### src/rtl/rggen_rtl_pkg.sv
// Shared rggen bus types: access direction and response status.
package rggen_rtl_pkg;

    typedef enum logic [1:0] {
        RGGEN_READ  = 2'b00,
        RGGEN_WRITE = 2'b01
    } rggen_direction;

    typedef enum logic [1:0] {
        RGGEN_OKAY         = 2'b00,
        RGGEN_EXOKAY       = 2'b01,
        RGGEN_SLAVE_ERROR  = 2'b10,
        RGGEN_DECODE_ERROR = 2'b11
    } rggen_status;

endpackage

### src/rtl/rggen_bus_if.sv
// Register-bus connection between an rggen master and a responder.
interface rggen_bus_if
    import rggen_rtl_pkg::*;
#(
    parameter int unsigned ADDRESS_WIDTH = 16,
    parameter int unsigned BUS_WIDTH     = 32
);
    logic                     request;
    logic [ADDRESS_WIDTH-1:0] address;
    rggen_direction           direction;
    logic [BUS_WIDTH-1:0]     write_data;
    logic [BUS_WIDTH/8-1:0]   write_strobe;
    logic                     done;
    logic [BUS_WIDTH-1:0]     read_data;
    rggen_status              status;

    modport master (
        output request, address, direction, write_data, write_strobe,
        input  done, read_data, status
    );

    modport slave (
        input  request, address, direction, write_data, write_strobe,
        output done, read_data, status
    );
endinterface

### src/rtl/rggen_bus_sram_responder.sv
// Terminates an rggen_bus_if and serves each request from a single-port
// synchronous SRAM with fixed read latency; out-of-range words get an error.
module rggen_bus_sram_responder
    import rggen_rtl_pkg::*;
#(
    parameter int unsigned ADDRESS_WIDTH = 16,
    parameter int unsigned DATA_WIDTH    = 32,
    parameter int unsigned WORDS         = 256,
    parameter int unsigned READ_LATENCY  = 1,
    parameter int unsigned WRITE_WAIT    = 0
) (
    input  logic                     clk,
    input  logic                     rst_n,
    rggen_bus_if.slave               bus_if,
    output logic                     sram_cs,
    output logic                     sram_we,
    output logic [$clog2(WORDS)-1:0] sram_addr,
    output logic [DATA_WIDTH-1:0]    sram_wdata,
    output logic [DATA_WIDTH/8-1:0]  sram_wmask,
    input  logic [DATA_WIDTH-1:0]    sram_rdata
);

    localparam int unsigned STRB_W    = DATA_WIDTH / 8;
    localparam int unsigned BYTE_BITS = $clog2(STRB_W);
    localparam int unsigned SRAM_AW   = $clog2(WORDS);
    localparam int unsigned CNT_W     = $clog2(5);

    typedef enum logic [1:0] {
        ST_IDLE,
        ST_ACCESS,
        ST_WAIT,
        ST_RESPOND
    } state_e;

    state_e                  state_q, state_d;
    logic [CNT_W-1:0]        cnt_q, cnt_d;
    logic                    is_read_q, is_read_d;
    logic                    done_q, done_d;
    logic [DATA_WIDTH-1:0]   read_data_q, read_data_d;
    rggen_status             status_q, status_d;
    logic                    sram_cs_d;
    logic                    sram_we_d;
    logic [SRAM_AW-1:0]      sram_addr_d;
    logic [DATA_WIDTH-1:0]   sram_wdata_d;
    logic [STRB_W-1:0]       sram_wmask_d;

    logic [ADDRESS_WIDTH-1:0] word_idx;
    logic                     in_range;
    logic                     is_write;
    logic                     no_strobe;

    // Request decode; the byte offset within a word is ignored.
    assign word_idx  = bus_if.address >> BYTE_BITS;
    assign in_range  = 64'(word_idx) < 64'(WORDS);
    assign is_write  = bus_if.direction == RGGEN_WRITE;
    assign no_strobe = bus_if.write_strobe == '0;

    assign bus_if.done      = done_q;
    assign bus_if.read_data = read_data_q;
    assign bus_if.status    = status_q;

    // Next-state and next-output logic; outputs are registered one cycle later.
    always_comb begin
        state_d      = state_q;
        cnt_d        = cnt_q;
        is_read_d    = is_read_q;
        done_d       = 1'b0;
        read_data_d  = read_data_q;
        status_d     = status_q;
        sram_cs_d    = 1'b0;
        sram_we_d    = 1'b0;
        sram_addr_d  = '0;
        sram_wdata_d = '0;
        sram_wmask_d = '0;

        case (state_q)
            ST_IDLE: begin
                if (bus_if.request) begin
                    if (!in_range) begin
                        state_d     = ST_RESPOND;
                        done_d      = 1'b1;
                        status_d    = RGGEN_SLAVE_ERROR;
                        read_data_d = '0;
                    end else if (is_write && no_strobe) begin
                        state_d     = ST_RESPOND;
                        done_d      = 1'b1;
                        status_d    = RGGEN_OKAY;
                        read_data_d = '0;
                    end else begin
                        state_d      = ST_ACCESS;
                        is_read_d    = !is_write;
                        sram_cs_d    = 1'b1;
                        sram_we_d    = is_write;
                        sram_addr_d  = SRAM_AW'(word_idx);
                        sram_wdata_d = bus_if.write_data;
                        sram_wmask_d = bus_if.write_strobe;
                    end
                end
            end
            ST_ACCESS: begin
                if (is_read_q) begin
                    state_d = ST_WAIT;
                    cnt_d   = CNT_W'(READ_LATENCY);
                end else if (WRITE_WAIT == 0) begin
                    state_d     = ST_RESPOND;
                    done_d      = 1'b1;
                    status_d    = RGGEN_OKAY;
                    read_data_d = '0;
                end else begin
                    state_d = ST_WAIT;
                    cnt_d   = CNT_W'(WRITE_WAIT);
                end
            end
            ST_WAIT: begin
                // The last count cycle is the one where sram_rdata is valid.
                if (cnt_q <= CNT_W'(1)) begin
                    cnt_d       = '0;
                    state_d     = ST_RESPOND;
                    done_d      = 1'b1;
                    status_d    = RGGEN_OKAY;
                    read_data_d = is_read_q ? sram_rdata : '0;
                end else begin
                    cnt_d = cnt_q - CNT_W'(1);
                end
            end
            ST_RESPOND: begin
                state_d = ST_IDLE;
            end
            default: begin
                state_d = ST_IDLE;
            end
        endcase
    end

    // State and output registers.
    always_ff @(posedge clk or negedge rst_n) begin
        if (!rst_n) begin
            state_q     <= ST_IDLE;
            cnt_q       <= '0;
            is_read_q   <= 1'b0;
            done_q      <= 1'b0;
            read_data_q <= '0;
            status_q    <= RGGEN_OKAY;
            sram_cs     <= 1'b0;
            sram_we     <= 1'b0;
            sram_addr   <= '0;
            sram_wdata  <= '0;
            sram_wmask  <= '0;
        end else begin
            state_q     <= state_d;
            cnt_q       <= cnt_d;
            is_read_q   <= is_read_d;
            done_q      <= done_d;
            read_data_q <= read_data_d;
            status_q    <= status_d;
            sram_cs     <= sram_cs_d;
            sram_we     <= sram_we_d;
            sram_addr   <= sram_addr_d;
            sram_wdata  <= sram_wdata_d;
            sram_wmask  <= sram_wmask_d;
        end
    end

endmodule
### src/flat_wrapper.sv
// flat-port wrapper written by rule: the top's interface ports become plain ports
module rggen_bus_sram_responder_flat import rggen_rtl_pkg::*;
#(
    parameter int unsigned ADDRESS_WIDTH = 16,
    parameter int unsigned DATA_WIDTH    = 32,
    parameter int unsigned WORDS         = 256,
    parameter int unsigned READ_LATENCY  = 1,
    parameter int unsigned WRITE_WAIT    = 0
)
  (clk, rst_n, sram_cs, sram_we, sram_addr, sram_wdata, sram_wmask, sram_rdata, bus_if_request, bus_if_address, bus_if_direction, bus_if_write_data, bus_if_write_strobe, bus_if_done, bus_if_read_data, bus_if_status);
  rggen_bus_if #(.ADDRESS_WIDTH(ADDRESS_WIDTH)) bus_if_i ();
  input  logic clk;
  input  logic rst_n;
  output logic sram_cs;
  output logic sram_we;
  output logic [$clog2(WORDS)-1:0] sram_addr;
  output logic [DATA_WIDTH-1:0] sram_wdata;
  output logic [DATA_WIDTH/8-1:0] sram_wmask;
  input  logic [DATA_WIDTH-1:0] sram_rdata;
  input wire logic [$bits(bus_if_i.request)-1:0] bus_if_request;
  input wire logic [$bits(bus_if_i.address)-1:0] bus_if_address;
  input wire logic [$bits(bus_if_i.direction)-1:0] bus_if_direction;
  input wire logic [$bits(bus_if_i.write_data)-1:0] bus_if_write_data;
  input wire logic [$bits(bus_if_i.write_strobe)-1:0] bus_if_write_strobe;
  output wire logic [$bits(bus_if_i.done)-1:0] bus_if_done;
  output wire logic [$bits(bus_if_i.read_data)-1:0] bus_if_read_data;
  output wire logic [$bits(bus_if_i.status)-1:0] bus_if_status;
  assign bus_if_i.request = bus_if_request;
  assign bus_if_i.address = bus_if_address;
  assign bus_if_i.direction = bus_if_direction;
  assign bus_if_i.write_data = bus_if_write_data;
  assign bus_if_i.write_strobe = bus_if_write_strobe;
  assign bus_if_done = bus_if_i.done;
  assign bus_if_read_data = bus_if_i.read_data;
  assign bus_if_status = bus_if_i.status;
  rggen_bus_sram_responder #(.ADDRESS_WIDTH(ADDRESS_WIDTH), .DATA_WIDTH(DATA_WIDTH), .WORDS(WORDS), .READ_LATENCY(READ_LATENCY), .WRITE_WAIT(WRITE_WAIT)) u_core (.clk(clk), .rst_n(rst_n), .bus_if(bus_if_i), .sram_cs(sram_cs), .sram_we(sram_we), .sram_addr(sram_addr), .sram_wdata(sram_wdata), .sram_wmask(sram_wmask), .sram_rdata(sram_rdata));
endmodule
### config.mk
export PLATFORM = sky130hd
export DESIGN_NAME = rggen_bus_sram_responder_flat
export DESIGN_NICKNAME = d
export VERILOG_FILES = /design/src/rtl/rggen_rtl_pkg.sv /design/src/rtl/rggen_bus_if.sv /design/src/rtl/rggen_bus_sram_responder.sv /design/src/flat_wrapper.sv
export SDC_FILE = /design/constraint.sdc
export NUM_CORES = 1
export LEC_CHECK = 0
export CORE_ASPECT_RATIO = 0.5
export CORE_MARGIN = 8
export CORE_UTILIZATION = 40
export CTS_CLUSTER_SIZE = 16
export DETAILED_ROUTE_END_ITERATION = 8
export GPL_TIMING_DRIVEN = 0
export PLACE_DENSITY = 0.81
export SLEW_MARGIN = 10
export SYNTH_ARGS = -nofsm -noshare
export SYNTH_HDL_FRONTEND = slang
export SYNTH_SLANG_ARGS = --single-unit
### constraint.sdc
create_clock -name clk -period 2.6 [get_ports clk]
set_input_delay 0.39 -clock clk [delete_from_list [all_inputs] [get_ports clk]]
set_output_delay 0.39 -clock clk [all_outputs]
set_load 0.005 [all_outputs]
# Word-level counts from Yosys, hierarchy flattened
# Index checks and enable logic that the tools add are counted.
# op_classes
n_addsub	1
multipliers	0
n_div	0
order_cmp	2
eq_ne	9
shift	0
mux	48
n_bitwise	1
n_reduce_logical	10
# ops
cell	n
two-way mux 32 bit	10
one-hot mux 32 bit (3 select lines)	1
two-way mux 8 bit	4
two-way mux 2 bit	9
two-way mux 4 bit	4
< comparator 14 x 9 -> 1 bit (second input constant)	1
two-way mux 1 bit	14
one-hot mux 2 bit (4 select lines)	1
two-way mux 3 bit	2
one-hot mux 2 bit (3 select lines)	1
one-hot mux 3 bit (2 select lines)	1
AND reduction 5 bit	1
== test 2 x 1 -> 1 bit (second input constant)	2
== test 2 bit (second input constant)	2
logical NOT 4 bit	1
inequality test 2 x 1 -> 1 bit (second input constant)	2
inequality test 2 bit (second input constant)	2
AND reduction 2 bit	2
AND reduction 4 bit	1
<= comparator 3 x 1 -> 1 bit (second input constant)	1
inequality test 3 bit (second input constant)	1
one-hot mux 1 bit (3 select lines)	1
nonzero test 3 bit	1
subtractor 3 x 1 -> 3 bit (second input constant)	1
5 further kinds	5
# totals
register_bits	87
latchBits	0
ramBits	0
rom_bits	0
in_bits	89
output_inout_bits	81
word_cells	82
n_memories	0

# Depth between registers and ports, before layout
# depth
word_depth	6
mapped_depth	7
ltp_nobuf	6

# Worst setup path after synthesis
# Ideal clock, no wire load.
# synth_path
kind	in2reg
start	in bus_if_write_strobe[1]
end	reg u_core.read_data_q[10], in the netlist u_core.bus_if.read_data[10]
setup_time_ps	125
arrival_ps	2204
required_ps	2475
path_slack_ps	271
path_stages	5
n_path_buf	1
path_cell_list	or4_4 o2111a_1 a2111oi_4 buf_6 mux2_2
# synth_between
elab_chain_cells	4
# synth_lines
item	line_no	text
start, declared	flat_wrapper.sv:24	input wire logic [$bits(bus_if_i.write_strobe)-1:0] bus_if_write_strobe;
logical NOT 4 bit	rggen_bus_sram_responder.sv:56	assign no_strobe = bus_if.write_strobe == '0;
logical AND 1 bit	rggen_bus_sram_responder.sv:84	end else if (is_write && no_strobe) begin
inequality test 3 bit (no source line)	-	
AND reduction 5 bit (no source line)	-	
end signal, assigned	rggen_bus_sram_responder.sv:154	read_data_q <= read_data_d;
end, declared	rggen_bus_sram_responder.sv:39	logic [DATA_WIDTH-1:0] read_data_q, read_data_d;
# Every way passes these cells.
# A chain may end at the register's enable or synchronous reset.

# Final worst setup path
# layout_path
start	in bus_if_write_strobe[1]
end	reg u_core.read_data_q[16], in the netlist u_core.bus_if.read_data[16]
# The elaborated chain is that of the path after synthesis.

==> summary.txt <==
Layout
  – Layout cells sized above 1: 0.122
  – Register area: 2150 µm²
  – Final cell area excluding filler cells: 5570 µm²
  – Area Overhead vs Synth: 62.9%
  – # diodes: 0
  – Filler instances: 627
  – Fin nets: 536
  – Area occupied by multi-input gates: 1170 µm²

STA
  – Rel. slew slack: 0.557
  – Max Clock Skew: 0.00747 ns
  – Fin. Hold Viols: 0
  – Fin crit period: 2.50 ns
  – Worst slew pin tran: 0.658 ns
  – F_max: 400 MHz
  – Final Max Slew Viols: 0
  – Setup TNS: 0 ns
  – RSZ-0062 raised after global routing: false
  – Fin crit share: 0.960
  – Final setup fails: 0

Die
  – # rows: 23
  – Core Footprint: 8140 µm²
  – Die X: 147 µm
  – Initial core utilization: 0.420
  – Die area: 11900 µm²
  – Die H: 81.4 µm
  – Ports: 170

Synthesis
  – Predominant post-synthesis flop cell: dfrtp_1
  – Syn Nets: 356
  – Mean post-synth cell area: 13.1 µm²
  – Cell taking the most area after synthesis: dfrtp_1
  – Number of synthesized register bits: 86
  – Synth area leaders: dfrtp_1 63%, mux2_2 11%, and2_1 8.1%, and3_1 5.9%, ha_1 2.2%
  – Ys Warns: 0
  – Cells after Synth: 261
  – EDFF count, synth: 0
  – Register area share after synthesis: 0.630
  – Top cell type's share of synthesized area: 0.630
  – Netlist cell types: 28
  – Count leader, synth: dfrtp_1
  – Synth Cell Area: 3420 µm²
  – Top post-synthesis cells by count: 86 x dfrtp_1, 44 x and2_1, 32 x and3_1, 32 x mux2_2, 10 x clkbuf_1
  – Fraction of registers with async set/reset: 1.00

Worst setup path
  – Reg2Reg Depth: 7
  – Reg2reg end: u_core.bus_if.read_data[16]
  – Critical path endpoint: u_core.bus_if.read_data[16]
  – Crit path max-delay family: compound AO/OA/AOI/OAI gates
  – CP max FO: 10
  – Crit path kind: in2reg
  – Critical Path Source: bus_if_write_strobe[1]
  – WP buf/inv: 2
  – Critical Path Max Stage Delay: 0.56 ns
  – Worst setup SP type: input pin
  – Reg2reg setup slack: 0.15 ns
  – Worst r2r src: u_core.state_q[0]
  – Worst Path Arrival: 2.71 ns
  – Critical path's slowest cell: or4_4
  – CP Capture Type: flop
  – Critical path, cell by cell: clkdlybuf4s50_1 > or4_4 > o2111a_1 > a2111oi_4 > buf_6 > mux2_2
  – CP Data Required Time: 2.81 ns
  – Crit path depth: 6

Power and ir drop
  – Max VDD drop: 327 µV
  – Sw power: 1.04 mW
  – Logic gate share of total power: 0.272
  – Clock power share: 0.343
  – Internal: 2.80 mW
  – LEAKAGE: 2.66 nW
  – Pwr Density: 690 nW/µm²
  – Flop pwr share: 0.384
  – Sw Share: 0.271

Route
  – Routed WL per cell: 17.5 µm
  – Total Wirelength: 9670 µm
  – Violation count after the first detailed-route iteration: 79
  – Vias: 2617
  – DRT Pass-1 Iters: 4
  – Post-route antenna net violation count: 0
  – DR DRC count: 0
  – Via density: 4.72

GRT
  – Gr ovfl total: 0
  – Met3 GRT Util: 0.0527
  – Grt met1 use: 0.168
  – Initial antenna violation count: 0
  – Number of global-route vias before repair: 2820
  – Overall Global Routing Usage: 0.162
  – First-pass GRT wire length: 15100 µm
  – Layer with the highest usage: met2
  – Met2 Usage GRT: 0.308
  – Largest net degree at the start of global routing: 65

Clocking
  – CTS buffer count: 9
  – Insertion delay to the later sink of the worst-skew pair: 0.33 ns
  – CTS root buf: clkbuf_16
  – TritonCTS clock tree: done
  – Clock sinks: 86
  – CTS clk-pin slew, worst paths: 0.06 ns
  – Maximum level of the CTS H-tree: 3
  – CTS Buffer Depth: 2

Placement
  – Routability congestion estimate from global placement: 0.794
  – DP Area: 5250 µm²
  – Port buffer count: 166
  – HPWL after DPL: 7450 µm

Job
  – Max-Cap Viols: 0

Status
  – Status: finished, final reports clean

Worst hold path
  – Hold Path Class: in2async
-- worst register-to-register path, cell delays in order, from the launching register on --
cell and delay [ns]:
dfrtp_1 0.45, inv_1 0.10, ha_1 0.33, o21ai_0 0.16, o21ai_0 0.29, a2111oi_4 0.43
buf_6 0.22, mux2_2 0.35
-- flip-flops by register name (all words and copies together) (netlist names) --
| signal | flops |
|---|---|
| u_core.bus_if.done | 1 |
| u_core.state_q | 2 |
| u_core.bus_if.status | 1 |
| u_core.sram_we | 1 |
| u_core.is_read_q | 1 |
| u_core.sram_wdata | 32 |
| u_core.cnt_q | 3 |
| u_core.bus_if.read_data | 32 |
| u_core.sram_cs | 1 |
| u_core.sram_addr | 8 |
| u_core.sram_wmask | 4 |
-- final cells by class --
| type | count | share of cell area |
|---|---|---|
| multi-input cells | 154 | 0.210 |
| clock buffers | 10 | 0.0429 |
| plain buffers | 14 | 0.0142 |
| flip-flops and latches | 86 | 0.387 |
| repair buffers | 169 | 0.306 |
| well taps | 112 | 0.0252 |
| clock inverters | 2 | 0.0108 |
| inverters | 7 | 0.00472 |
-- what timing repair did --
item	in CTS	in global routing
gates resized for setup	0	1
buffers inserted	1	0
pin swaps	1	1
hold endpoints to repair	22	0
setup endpoints to repair	30	38
hold buffers	1	0
-- per-stage QoR --
step / hold slack [ns] / total power, mW / std cells / util / setup slack (ns)
after detailed placement: 0.307 / 2.53 / 540 / 0.644 / -0.338
after floorplan: 0.0944 / 2.10 / 261 / - / 0.271
after global placement: 0.468 / 2.50 / 539 / 0.641 / -1.98
after global routing: 0.504 / 4.04 / 554 / 0.684 / 0.0112
final: 0.484 / 3.84 / 554 / 0.684 / 0.103
after CTS: 0.488 / 3.88 / 554 / 0.683 / 0.0778
-- worst min-delay path by stage --
stage | start | to | depth (start not counted)
floorplan | rst_n | u_core.bus_if.done | 0
CTS | rst_n | u_core.sram_wmask[0] | 2
global route | rst_n | u_core.sram_wmask[0] | 2
finish | rst_n | u_core.sram_wmask[0] | 2
detailed placement | rst_n | u_core.sram_wmask[0] | 1
global placement | u_core.bus_if.read_data[7] | u_core.bus_if.read_data[7] | 1
-- cell families (layout without fill, tap and decap cells) --
logic type | after synthesis | count (layout) | synth area share
buf+inv | 21 | 202 | 0.0307
fa+ha+maj | 6 | 6 | 0.0220
flops | 86 | 86 | 0.630
compound gates | 16 | 16 | 0.0370
mux | 33 | 33 | 0.109
other cells | 1 | 1 | 0.00110
simple gates | 98 | 98 | 0.171
-- layer usage --
metal	up-vias	routed length, µm
met3	11	522
met2	57	5420
li1	1232	-
met5	-	0
met1	1317	3610
met4	0	125
-- layout by cell type (no fill, tap or decap), types with 4 or more instances in the layout --
cell type	Yosys	routed
clkdlybuf4s50_1	0	165
inv_1	7	7
and3_1	32	32
nor2_1	7	7
nand2_1	6	6
and2_1	44	44
clkbuf_16	0	9
mux2_2	32	32
a21oi_1	4	4
ha_1	6	6
clkbuf_1	10	10
dfrtp_1	86	86
-- power by group through the flow --
stage                     sequential (mW)  clock, mW  combinational [mW]
after global placement               1.50          0                1.01
after global routing                 1.49       1.42                1.13
after CTS                            1.48       1.35                1.05
final                                1.48       1.32                1.05
after detailed placement             1.50          0                1.03
after floorplan                      1.49          0               0.601
(Power assumes the default switching activity.)
